## config.mk

```make
export PLATFORM = sky130hd
export DESIGN_NAME = dcache_refill_ctrl_flat
export DESIGN_NICKNAME = d
export VERILOG_FILES = /design/src/rtl/dcache_refill_ctrl_if.sv /design/src/rtl/dcache_refill_ctrl.sv /design/src/flat_wrapper.sv
export SDC_FILE = /design/constraint.sdc
export NUM_CORES = 1
export LEC_CHECK = 0
export ABC_AREA = 1
export CAP_MARGIN = 20
export CORE_AREA = 4 4 156 158
export CTS_CLUSTER_DIAMETER = 100
export CTS_CLUSTER_SIZE = 16
export DETAILED_ROUTE_END_ITERATION = 8
export DIE_AREA = 0 0 160 162
export PLACE_DENSITY_LB_ADDON = 0.15
export SLEW_MARGIN = 20
export SYNTH_ARGS = -nofsm -noshare
export SYNTH_HDL_FRONTEND = slang
export SYNTH_SLANG_ARGS = --single-unit
```

## constraint.sdc

```tcl
create_clock -name clk_i -period 2 [get_ports clk_i]
set_clock_uncertainty 0.1 [all_clocks]
set_input_delay 0.2 -clock clk_i [delete_from_list [all_inputs] [get_ports clk_i]]
set_output_delay 0.2 -clock clk_i [all_outputs]
set_load 0.01 [all_outputs]
```

## src/rtl/dcache_refill_ctrl_if.sv

```systemverilog
// Bundle of the cache-miss, memory request/response and line-fill signals
// around dcache_refill_ctrl.
//   master : the refill controller (drives miss_ready, mem_req_*, fill_*, crit_*, busy)
//   slave  : the surrounding cache and memory (drives miss_*, mem_req_ready, mem_rsp_*)
// Signal names keep their _i/_o suffixes as seen from the controller.
interface dcache_refill_ctrl_if #(
    parameter int LINE_WORDS = 32,
    parameter int WORD_WID   = 64,
    parameter int ADDR_WID   = 64
);
    logic                          miss_valid_i;
    logic [ADDR_WID-1:0]           miss_addr_i;
    logic                          miss_ready_o;

    logic                          mem_req_valid_o;
    logic                          mem_req_ready_i;
    logic [ADDR_WID-1:0]           mem_req_addr_o;
    logic [7:0]                    mem_req_len_o;

    logic                          mem_rsp_valid_i;
    logic [WORD_WID-1:0]           mem_rsp_data_i;
    logic                          mem_rsp_last_i;

    logic                          fill_wr_en_o;
    logic [$clog2(LINE_WORDS)-1:0] fill_word_idx_o;
    logic [WORD_WID-1:0]           fill_data_o;
    logic [ADDR_WID-1:0]           fill_line_addr_o;
    logic                          fill_tag_wr_o;
    logic                          crit_valid_o;
    logic [WORD_WID-1:0]           crit_data_o;
    logic                          fill_done_o;
    logic                          fill_err_o;
    logic                          busy_o;

    modport master (
        input  miss_valid_i, miss_addr_i,
        output miss_ready_o,
        output mem_req_valid_o, mem_req_addr_o, mem_req_len_o,
        input  mem_req_ready_i,
        input  mem_rsp_valid_i, mem_rsp_data_i, mem_rsp_last_i,
        output fill_wr_en_o, fill_word_idx_o, fill_data_o, fill_line_addr_o,
        output fill_tag_wr_o, crit_valid_o, crit_data_o,
        output fill_done_o, fill_err_o, busy_o
    );

    modport slave (
        output miss_valid_i, miss_addr_i,
        input  miss_ready_o,
        input  mem_req_valid_o, mem_req_addr_o, mem_req_len_o,
        output mem_req_ready_i,
        output mem_rsp_valid_i, mem_rsp_data_i, mem_rsp_last_i,
        input  fill_wr_en_o, fill_word_idx_o, fill_data_o, fill_line_addr_o,
        input  fill_tag_wr_o, crit_valid_o, crit_data_o,
        input  fill_done_o, fill_err_o, busy_o
    );
endinterface

```

## src/rtl/dcache_refill_ctrl.sv

```systemverilog
// Data-cache miss handler. Accepts one miss at a time, issues a single burst
// read for the whole line, writes the returned beats into the line storage one
// word per cycle (1-cycle registered latency), pulses the critical word, and
// finishes with a one-cycle done pulse that writes the tag unless the burst
// was malformed (early last, or no last on the final beat).
//
// Ports:
//   clk_i  : clock, rising edge
//   rst_i  : synchronous active-high reset
//   bus    : dcache_refill_ctrl_if.master (miss, mem request/response, fill)
//
// Build option DCACHE_REFILL_CRIT_FIRST_EN: request starts at the word-aligned
// miss address, memory wraps, and the critical word is the first one written.
//
// state | meaning
// IDLE  | ready for a miss
// REQ   | burst request outstanding
// FILL  | collecting beats; end_q marks the final write cycle
// DONE  | one-cycle completion / tag write
module dcache_refill_ctrl #(
    parameter int LINE_WORDS = 32,
    parameter int WORD_WID   = 64,
    parameter int ADDR_WID   = 64
) (
    input logic                clk_i,
    input logic                rst_i,
    dcache_refill_ctrl_if.master bus
);
    localparam int IDX_W = $clog2(LINE_WORDS);
    localparam int WB_W  = $clog2(WORD_WID / 8);
    localparam int OFF_W = IDX_W + WB_W;

    localparam logic [ADDR_WID-1:0] LINE_MASK = {ADDR_WID{1'b1}} << OFF_W;
    localparam logic [ADDR_WID-1:0] WORD_MASK = {ADDR_WID{1'b1}} << WB_W;
    localparam logic [IDX_W-1:0]    LAST_CNT  = IDX_W'(LINE_WORDS - 1);
    localparam logic [7:0]          BURST_LEN = 8'(LINE_WORDS - 1);

    typedef enum logic [1:0] {S_IDLE, S_REQ, S_FILL, S_DONE} state_t;

    state_t              state_q, state_d;
    logic [ADDR_WID-1:0] line_addr_q, line_addr_d;
    logic [ADDR_WID-1:0] req_addr_q, req_addr_d;
    logic [IDX_W-1:0]    crit_idx_q, crit_idx_d;
    logic [IDX_W-1:0]    idx_q, idx_d;
    logic [IDX_W-1:0]    cnt_q, cnt_d;
    logic                end_q, end_d;
    logic                err_q, err_d;
    logic                wr_en_q, wr_en_d;
    logic [IDX_W-1:0]    widx_q, widx_d;
    logic [WORD_WID-1:0] wdata_q, wdata_d;
    logic                crit_q, crit_d;

    always_ff @(posedge clk_i) begin
        if (rst_i) begin
            state_q     <= S_IDLE;
            line_addr_q <= '0;
            req_addr_q  <= '0;
            crit_idx_q  <= '0;
            idx_q       <= '0;
            cnt_q       <= '0;
            end_q       <= 1'b0;
            err_q       <= 1'b0;
            wr_en_q     <= 1'b0;
            widx_q      <= '0;
            wdata_q     <= '0;
            crit_q      <= 1'b0;
        end else begin
            state_q     <= state_d;
            line_addr_q <= line_addr_d;
            req_addr_q  <= req_addr_d;
            crit_idx_q  <= crit_idx_d;
            idx_q       <= idx_d;
            cnt_q       <= cnt_d;
            end_q       <= end_d;
            err_q       <= err_d;
            wr_en_q     <= wr_en_d;
            widx_q      <= widx_d;
            wdata_q     <= wdata_d;
            crit_q      <= crit_d;
        end
    end

    always_comb begin
        state_d     = state_q;
        line_addr_d = line_addr_q;
        req_addr_d  = req_addr_q;
        crit_idx_d  = crit_idx_q;
        idx_d       = idx_q;
        cnt_d       = cnt_q;
        end_d       = end_q;
        err_d       = err_q;
        wr_en_d     = 1'b0;
        widx_d      = widx_q;
        wdata_d     = wdata_q;
        crit_d      = 1'b0;

        unique case (state_q)
            S_IDLE: begin
                if (bus.miss_valid_i) begin
                    line_addr_d = bus.miss_addr_i & LINE_MASK;
`ifdef DCACHE_REFILL_CRIT_FIRST_EN
                    req_addr_d  = bus.miss_addr_i & WORD_MASK;
`else
                    req_addr_d  = bus.miss_addr_i & LINE_MASK;
`endif
                    crit_idx_d  = bus.miss_addr_i[WB_W +: IDX_W];
                    state_d     = S_REQ;
                end
            end
            S_REQ: begin
                if (bus.mem_req_ready_i) begin
                    cnt_d   = '0;
                    end_d   = 1'b0;
                    err_d   = 1'b0;
`ifdef DCACHE_REFILL_CRIT_FIRST_EN
                    idx_d   = crit_idx_q;
`else
                    idx_d   = '0;
`endif
                    state_d = S_FILL;
                end
            end
            S_FILL: begin
                // end_q: the final beat was taken last cycle and its write is
                // on the outputs now; DONE follows this write cycle.
                if (end_q) begin
                    state_d = S_DONE;
                end else if (bus.mem_rsp_valid_i) begin
                    wr_en_d = 1'b1;
                    widx_d  = idx_q;
                    wdata_d = bus.mem_rsp_data_i;
`ifdef DCACHE_REFILL_CRIT_FIRST_EN
                    crit_d  = (cnt_q == '0);
`else
                    crit_d  = (idx_q == crit_idx_q);
`endif
                    idx_d   = idx_q + 1'b1;
                    cnt_d   = cnt_q + 1'b1;
                    // Errors are judged on the beat count, never on the index.
                    if (bus.mem_rsp_last_i || (cnt_q == LAST_CNT)) begin
                        end_d = 1'b1;
                        err_d = !(bus.mem_rsp_last_i && (cnt_q == LAST_CNT));
                    end
                end
            end
            S_DONE: begin
                state_d = S_IDLE;
            end
            default: begin
                state_d = S_IDLE;
            end
        endcase
    end

    assign bus.miss_ready_o     = (state_q == S_IDLE);
    assign bus.mem_req_valid_o  = (state_q == S_REQ);
    assign bus.mem_req_addr_o   = req_addr_q;
    assign bus.mem_req_len_o    = (state_q == S_REQ) ? BURST_LEN : 8'd0;
    assign bus.fill_wr_en_o     = wr_en_q;
    assign bus.fill_word_idx_o  = widx_q;
    assign bus.fill_data_o      = wdata_q;
    assign bus.fill_line_addr_o = line_addr_q;
    assign bus.crit_valid_o     = crit_q;
    assign bus.crit_data_o      = wdata_q;
    assign bus.fill_done_o      = (state_q == S_DONE);
    assign bus.fill_tag_wr_o    = (state_q == S_DONE) && !err_q;
    assign bus.fill_err_o       = (state_q == S_DONE) && err_q;
    assign bus.busy_o           = (state_q != S_IDLE);
endmodule

```

## src/flat_wrapper.sv

```systemverilog
// flat-port wrapper written by rule: the top's interface ports become plain ports
module dcache_refill_ctrl_flat 
#(
    parameter int LINE_WORDS = 32,
    parameter int WORD_WID   = 64,
    parameter int ADDR_WID   = 64
)
  (clk_i, rst_i, bus_miss_valid_i, bus_miss_addr_i, bus_miss_ready_o, bus_mem_req_valid_o, bus_mem_req_addr_o, bus_mem_req_len_o, bus_mem_req_ready_i, bus_mem_rsp_valid_i, bus_mem_rsp_data_i, bus_mem_rsp_last_i, bus_fill_wr_en_o, bus_fill_word_idx_o, bus_fill_data_o, bus_fill_line_addr_o, bus_fill_tag_wr_o, bus_crit_valid_o, bus_crit_data_o, bus_fill_done_o, bus_fill_err_o, bus_busy_o);
  dcache_refill_ctrl_if #(.LINE_WORDS(LINE_WORDS), .WORD_WID(WORD_WID), .ADDR_WID(ADDR_WID)) bus_i ();
  input logic clk_i;
  input logic rst_i;
  input wire logic [$bits(bus_i.miss_valid_i)-1:0] bus_miss_valid_i;
  input wire logic [$bits(bus_i.miss_addr_i)-1:0] bus_miss_addr_i;
  output wire logic [$bits(bus_i.miss_ready_o)-1:0] bus_miss_ready_o;
  output wire logic [$bits(bus_i.mem_req_valid_o)-1:0] bus_mem_req_valid_o;
  output wire logic [$bits(bus_i.mem_req_addr_o)-1:0] bus_mem_req_addr_o;
  output wire logic [$bits(bus_i.mem_req_len_o)-1:0] bus_mem_req_len_o;
  input wire logic [$bits(bus_i.mem_req_ready_i)-1:0] bus_mem_req_ready_i;
  input wire logic [$bits(bus_i.mem_rsp_valid_i)-1:0] bus_mem_rsp_valid_i;
  input wire logic [$bits(bus_i.mem_rsp_data_i)-1:0] bus_mem_rsp_data_i;
  input wire logic [$bits(bus_i.mem_rsp_last_i)-1:0] bus_mem_rsp_last_i;
  output wire logic [$bits(bus_i.fill_wr_en_o)-1:0] bus_fill_wr_en_o;
  output wire logic [$bits(bus_i.fill_word_idx_o)-1:0] bus_fill_word_idx_o;
  output wire logic [$bits(bus_i.fill_data_o)-1:0] bus_fill_data_o;
  output wire logic [$bits(bus_i.fill_line_addr_o)-1:0] bus_fill_line_addr_o;
  output wire logic [$bits(bus_i.fill_tag_wr_o)-1:0] bus_fill_tag_wr_o;
  output wire logic [$bits(bus_i.crit_valid_o)-1:0] bus_crit_valid_o;
  output wire logic [$bits(bus_i.crit_data_o)-1:0] bus_crit_data_o;
  output wire logic [$bits(bus_i.fill_done_o)-1:0] bus_fill_done_o;
  output wire logic [$bits(bus_i.fill_err_o)-1:0] bus_fill_err_o;
  output wire logic [$bits(bus_i.busy_o)-1:0] bus_busy_o;
  assign bus_i.miss_valid_i = bus_miss_valid_i;
  assign bus_i.miss_addr_i = bus_miss_addr_i;
  assign bus_miss_ready_o = bus_i.miss_ready_o;
  assign bus_mem_req_valid_o = bus_i.mem_req_valid_o;
  assign bus_mem_req_addr_o = bus_i.mem_req_addr_o;
  assign bus_mem_req_len_o = bus_i.mem_req_len_o;
  assign bus_i.mem_req_ready_i = bus_mem_req_ready_i;
  assign bus_i.mem_rsp_valid_i = bus_mem_rsp_valid_i;
  assign bus_i.mem_rsp_data_i = bus_mem_rsp_data_i;
  assign bus_i.mem_rsp_last_i = bus_mem_rsp_last_i;
  assign bus_fill_wr_en_o = bus_i.fill_wr_en_o;
  assign bus_fill_word_idx_o = bus_i.fill_word_idx_o;
  assign bus_fill_data_o = bus_i.fill_data_o;
  assign bus_fill_line_addr_o = bus_i.fill_line_addr_o;
  assign bus_fill_tag_wr_o = bus_i.fill_tag_wr_o;
  assign bus_crit_valid_o = bus_i.crit_valid_o;
  assign bus_crit_data_o = bus_i.crit_data_o;
  assign bus_fill_done_o = bus_i.fill_done_o;
  assign bus_fill_err_o = bus_i.fill_err_o;
  assign bus_busy_o = bus_i.busy_o;
  dcache_refill_ctrl #(.LINE_WORDS(LINE_WORDS), .WORD_WID(WORD_WID), .ADDR_WID(ADDR_WID)) u_core (.clk_i(clk_i), .rst_i(rst_i), .bus(bus_i));
endmodule
```

==> results.toml, run 1 <==
[setup_path]
crit_path_end_kind = "output pin"
worstSetupStartpoint = "u_core.state_q[0]"
arrival_ns = 1.66
path_class = "reg2out"
crit_chain = "inv_1 -> ha_4 -> clkdlybuf4s50_1"
path_max_fanout = 4
crit_path_max_incr_delay_ns = 0.54
cp-start-kind = "flip-flop"
regToRegStartpoint = "u_core.state_q[0]"
cp_data_required_time_ns = 1.70
cp_slowest_cell = "clkdlybuf4s50_1"

[routing]
dr.max_layer_used = "met4"
first_pass_iters = 4
wl_met2_mm = 10.6
route.vias.total = 5970
viasPerCell = 4.23
wl_per_cell_um = 15.6
drt_iter0_drc = 338
wl_met1_mm = 9.35
wirelength_mm = 22.1
ant_nets = 0
met3WireLength_mm = 1.61
drc = 0

[clock_tree]
cts_tree = "built"
numCtsBuffers = 17
cts_hold_buf = 0
path_clk_slew_ns = 0.07
cts.sinks = 146
clockBufferDepth = 2
cts_root_buffer = "clkbuf_16"
ctsHtreeMaxLevel = 4
insertion_delay_ns = 0.42

[placed_design]
place.gp.congestion = 0.771
placed_area_sq_mm = 0.00979
hpwl_mm = 16.5
portBuffers = 388

[sta]
hold_violations = 0
slew_violations = 0
fin_setup_tns_ns = 0
fin_crit_ns = 1.96
max_freq_ghz = 0.511
setup_viol = 0
finalCritPeriodShare_pct = 97.8

[logic_synthesis]
synth-simple-area-share_pct = 21.4
synth-seq-cells = 146
synth.top_cell.area_share_pct = 44.2
synth_xor_area_share_pct = 0.662
synthMuxAreaShare_pct = 0
syn_area_per_cell_sq_um = 7.77
synth_area_leaders = "dfxtp_1 (44%), buf_4 (16%), nor2_1 (14%)"
synth_top_family_by_area = "buffers and inverters"
syn_area_sq_mm = 0.00662
synth-compound-area-share_pct = 10.5
synth_warnings = 0
synthAdderAreaFrac_pct = 1.51
seq_area_frac_synth_pct = 44.2
ys_types = 24
syn_inst = 852
synth_top_area_cell = "dfxtp_1"

[die]
coreArea_sq_mm = 0.0231
start_util_pct = 28.6
fp.dieH_um = 162
die-area_sq_mm = 0.0259
fp-row-count = 56
ioPinCount = 411
die_x_um = 160

[pwr]
leakage_nw = 4.18
power.share.sequential_pct = 32.0
p_int_mw = 8.78
ir_drop_v = 0.000431
p_clk_share_pct = 26.6
power.density_mw_per_mm2 = 1260
switching_share_pct = 33.4
p_comb_share_pct = 41.4
power_switching_mw = 4.41

[cells_and_area]
syn2layout_area_growth_pct = 58.5
drive_above_1_share_pct = 8.33
design_area_sq_mm = 0.0105
nets = 1246

[run_status]
status = "completed"

[min_path]
min_from = "bus_mem_rsp_data_i[30]"
hold_path.class = "in2reg"

[global_routing]
grt_max_degree = 62
antenna_found_initial = 4
grtUsageTotal_pct = 16.5
grt_first_pass_wirelength_mm = 33.9
overflow = 0
grt_pass1_vias = 6038

[flow_run]
cap_violations = 0
## metrics by stage
stage          hold slack [ns]  util, %  setup slack [ns]  power, mW  instances
6_report                 0.264     45.4            0.0440       13.2       1411
5_1_grt                  0.255     45.4          -0.00944       14.0       1411
4_1_cts                  0.239     45.2           -0.0650       13.3       1406
3_5_place_dp             0.383     42.4             0.231       9.74       1374
3_3_place_gp             0.382     42.4             0.239       9.70       1374
2_1_floorplan            0.169        -             0.388       7.21        870
## logic make-up (layout without fill, tap and decap cells)
family	after synthesis	in the layout
simple gates	339	339
compound gates	137	137
fa+ha+maj	8	8
xor+xnor	5	5
buf+inv	216	463
flops	146	146
other cells	1	23
## cell usage after synthesis
library cell / instances
buf_4: 145
buf_8: 4
nand3b_1: 2
xnor2_1: 5
inv_1: 25
nand2_1: 39
nand2_4: 1
inv_4: 1
a21oi_1: 6
ha_1: 8
o21ai_4: 1
clkbuf_1: 25
clkinv_1: 1
nand4_1: 5
nor2_1: 239
nor3_1: 2
nor2_4: 2
nand3_1: 18
conb_1: 1
dfxtp_1: 146
o21ai_0: 130
buf_6: 2
buf_2: 13
nor2_2: 31
## power groups by stage
stage	registers [mW]	logic (mW)	clock network, mW
after floorplan	4.38	2.83	0
after global placement	4.27	5.43	0
after detailed placement	4.28	5.45	0
after CTS	4.24	5.47	3.62
after global routing	4.34	5.95	3.74
final	4.22	5.45	3.51
## final timing paths
kind,to,slack [ns],depth (start not counted)
worst max-delay path,bus_miss_ready_o,0.04,3
worst min-delay path,u_core.bus.crit_data_o[30],0.26,3
worst max register to register,u_core.cnt_q[0],0.17,9
worst min register to register,u_core.cnt_q[1],0.39,2
## timing repair
action,CTS,global route
buffers inserted,0,1
setup endpoints to repair,9,10
pin swaps,0,0
gates resized for setup,2,7
## flip-flops by register name (all words and copies together), names as in the netlist
signal	flops
u_core.bus.fill_wr_en_o	1
u_core.state_q	2
u_core.bus.fill_word_idx_o	5
u_core.crit_idx_q	5
u_core.end_q	1
u_core.cnt_q	5
u_core.bus.fill_line_addr_o	56
u_core.idx_q	5
u_core.bus.crit_data_o	64
u_core.bus.crit_valid_o	1
u_core.err_q	1
## final cells by class
type | instances | area [sq um]
diodes | 4 | 10.0
clock buffers | 19 | 453
clock inverters | 13 | 195
fillers | 2306 | 12600
inverters | 27 | 105
multi-input cells | 508 | 2360
flip-flops and latches | 146 | 2930
well taps | 290 | 363
repair buffers | 404 | 4080
## per-layer routing
layer,global-route usage (%),vias to the layer above
met2,27.3,265
met4,6.18,0
met3,5.00,27
met1,20.3,2642
met5,0,-
li1,-,3036
## placed cells by master (no fill, tap or decap), types with 2 or more instances in the layout
| master | n |
|---|---|
| a21oi_1 | 6 |
| buf_12 | 6 |
| buf_4 | 10 |
| bufinv_16 | 4 |
| clkbuf_16 | 17 |
| clkbuf_8 | 2 |
| clkdlybuf4s50_1 | 387 |
| clkinv_2 | 2 |
| clkinv_4 | 2 |
| clkinvlp_4 | 2 |
| conb_1 | 19 |
| dfxtp_1 | 144 |
| dfxtp_2 | 2 |
| diode_2 | 4 |
| ha_1 | 5 |
| ha_4 | 2 |
| inv_1 | 23 |
| inv_2 | 2 |
| inv_6 | 3 |
| nand2_1 | 38 |
| nand3_1 | 18 |
| nand3b_1 | 2 |
| nand4_1 | 5 |
| nor2_1 | 239 |
| nor2_2 | 31 |
| nor2_4 | 2 |
| nor3_1 | 2 |
| o21ai_0 | 130 |
| xnor2_1 | 5 |
## critical path, delay by kind of cell, from the launching register on
family | cells | cell delay, ns
adders and majority gates | 1 | 0.19
buffers and inverters | 2 | 0.71
DFF | 1 | 0.34
Power figures use the tool's default switching activity.
==> run 2: changes to the inputs <==
--- a/config.mk
+++ b/config.mk
@@ -7,11 +7,11 @@
 export LEC_CHECK = 0
 export ABC_AREA = 1
 export CAP_MARGIN = 20
-export CORE_AREA = 4 4 156 158
+export CORE_AREA = 4 4 158 160
 export CTS_CLUSTER_DIAMETER = 100
 export CTS_CLUSTER_SIZE = 16
 export DETAILED_ROUTE_END_ITERATION = 8
-export DIE_AREA = 0 0 160 162
+export DIE_AREA = 0 0 162 164
 export PLACE_DENSITY_LB_ADDON = 0.15
 export SLEW_MARGIN = 20
 export SYNTH_ARGS = -nofsm -noshare
==> constraint.sdc (replaced) <==
create_clock -name clk_i -period 1.6 [get_ports clk_i]
set_clock_uncertainty 0.1 [all_clocks]
set_input_delay 0.16 -clock clk_i [delete_from_list [all_inputs] [get_ports clk_i]]
set_output_delay 0.16 -clock clk_i [all_outputs]
set_load 0.01 [all_outputs]
==> run 2 against run 1 <==
- the flow now finishes with violations (setup timing)
- cell count up 3.8%
- global-route usage decreased by 0.18 points
- sequential power up 25%
- clock power grew 14%
- register-to-register slack worse by 0.17 ns
- wire length grew 7.0%
- worst setup slack lost 0.045 ns
- clock-buffer cell count is 1 lower
- sequential share of layout area shrank 0.99 points
- utilization rose by 1.3 points
==> results.toml, run 2 (synthesized netlist as in run 1, its figures left out) <==
[placed_design]
portBuffers = 388
hpwl_mm = 17.1
dp_slack_ns = -0.0814
place.gp.congestion = 0.753
placed_cells_incl_taps = 1418
placed_area_sq_mm = 0.0100

[global_routing]
grtUsageTotal_pct = 16.3
antenna_found_initial = 0
grt_pass1_vias = 5977
grt_max_degree = 50
grt_first_pass_wirelength_mm = 33.9
overflow = 0

[sta]
finalCritPeriodShare_pct = 100
fin_setup_tns_ns = -0.00109
hold_ws_ns = 0.212
slew_violations = 0
hold_violations = 0
fin_crit_ns = 1.60
setup_viol = 1
rsz0062_at_grt = "true"
setup_slack_ns = -0.00109
max_freq_ghz = 0.625

[cells_and_area]
design_area_sq_mm = 0.0109
fill_cells = 2452
syn2layout_area_growth_pct = 65.1
final_common_cell = "nor2_1"
drive_above_1_share_pct = 16.8
final_util_pct = 46.7
diodes = 0
final_cell_mix = "nor2_1 (236), dlygate4sd2_1 (234), dfxtp_1 (138)"
largest_register_ff_count = 64
finalNonFillerCells = 1465
nets = 1275

[die]
fp.dieH_um = 164
die-area_sq_mm = 0.0266
fp-row-count = 56
ioPinCount = 411
start_util_pct = 28.3
coreArea_sq_mm = 0.0234
die_x_um = 162

[setup_path]
path_delay_family = "buffers and inverters"
path_class = "reg2reg"
crit_path_max_incr_delay_ns = 0.36
path_max_fanout = 7
arrival_ns = 1.81
crit_chain = "buf_6 -> ha_4 -> buf_6 -> o21ai_4 -> buf_6 -> nand3b_1 -> nand2_1 -> nor2_1"
crit_top_cell = "buf_6"
cp-start-kind = "flip-flop"
crit_path_end_kind = "flip-flop"
path_buf_inv = 3
cp_slowest_cell = "dfxtp_4"
cp_data_required_time_ns = 1.81

[routing]
drt_iter0_drc = 297
viasPerCell = 4.20
drc = 0
wirelength_mm = 23.6
route.vias.total = 6151
wl_per_cell_um = 16.1
first_pass_iters = 4
ant_nets = 0

[min_path]
hold_path.class = "in2reg"

[clock_tree]
cts_root_buffer = "clkbuf_16"
cts_tree = "built"
numCtsBuffers = 17
path_clk_slew_ns = 0.07
cts.sinks = 146
ctsHtreeMaxLevel = 4
clockBufferDepth = 2
insertion_delay_ns = 0.42

[pwr]
power_mw = 16.0
power.density_mw_per_mm2 = 1460
p_clk_share_pct = 25.0
p_int_mw = 10.1
power_switching_mw = 5.91
leakage_nw = 5.61
power.share.sequential_pct = 33.0
switching_share_pct = 36.9
ir_drop_v = 0.000545
p_comb_share_pct = 42.0

[run_status]
violations = "setup timing"
status = "finished with violations"

[flow_run]
cap_violations = 0
run 2: cell count changes in the layout (fill, tap and decap cells not counted), moves of 6 or more:
cell | previous run | this run
buf_12 | 6 | 16
buf_6 | 0 | 7
clkbuf_16 | 17 | 24
clkdlybuf4s50_1 | 387 | 132
dfxtp_1 | 144 | 138
dlygate4sd2_1 | 0 | 234
dlymetal6s2s_1 | 1 | 15
o21ai_0 | 130 | 63
o21ai_1 | 0 | 24
o21ai_2 | 0 | 43
run 2: power by group through the flow:
stage	clock network, mW	registers [mW]	logic (mW)
floorplan	0	5.48	3.54
global placement	0	5.33	7.10
detailed placement	0	5.33	7.11
CTS	4.12	5.26	6.28
global route	4.28	5.43	7.35
finish	4.00	5.28	6.72
run 2: cell type report:
class                           instances  area, sq um  area share [%]
Clock buffer                           18          439            4.02
Clock inverter                         14          144            1.32
Inverter                               27          113            1.03
Multi-Input combinational cell        508         2590            23.7
Sequential cell                       146         2940            26.9
Tap cell                              319          399            3.65
Timing Repair Buffer                  433         4310            39.4
run 2: worst paths after layout:
kind	from	end	slack, ns	cells after the start
max	u_core.state_q[0]	u_core.idx_q[2]	-0.001	8
min	bus_mem_rsp_data_i[21]	u_core.bus.crit_data_o[21]	0.21	3
max reg2reg	u_core.state_q[0]	u_core.idx_q[2]	-0.001	8
min reg2reg	u_core.bus.fill_line_addr_o[28]	u_core.bus.fill_line_addr_o[28]	0.39	2
run 2: timing repair:
item / in CTS / in global routing
hold buffers: 0 / 0
endpoints found under the setup margin: 311 / 74
endpoints found under the hold margin: 0 / 0
cloned: 0 / 9
gates resized for setup: 274 / 152
pin swaps: 5 / 13
buffers inserted: 2 / 4
run 2: worst register-to-register path, cell delays in order (launching register included):
cell and delay, ns:
dfxtp_4 0.36, buf_6 0.11, ha_4 0.16, buf_6 0.13
o21ai_4 0.27, buf_6 0.18, nand3b_1 0.07, nand2_1 0.07
nor2_1 0.04
run 2: layer usage:
| layer | track usage [%] | wire length [um] | up-vias |
|---|---|---|---|
| met3 | 5.67 | 1870 | 27 |
| met4 | 5.00 | 388 | 0 |
| li1 | - | - | 3109 |
| met2 | 27.9 | 11700 | 261 |
| met5 | 0 | 0 | - |
| met1 | 19.3 | 9650 | 2754 |
==> run 3: changes to the inputs <==
--- a/config.mk
+++ b/config.mk
@@ -8,7 +8,6 @@
 export ABC_AREA = 1
 export CAP_MARGIN = 20
 export CORE_AREA = 4 4 158 160
-export CTS_CLUSTER_DIAMETER = 100
 export CTS_CLUSTER_SIZE = 16
 export DETAILED_ROUTE_END_ITERATION = 8
 export DIE_AREA = 0 0 162 164
==> results of run 3 <==
Final layout, timing and power as in run 2 (identical DEF).
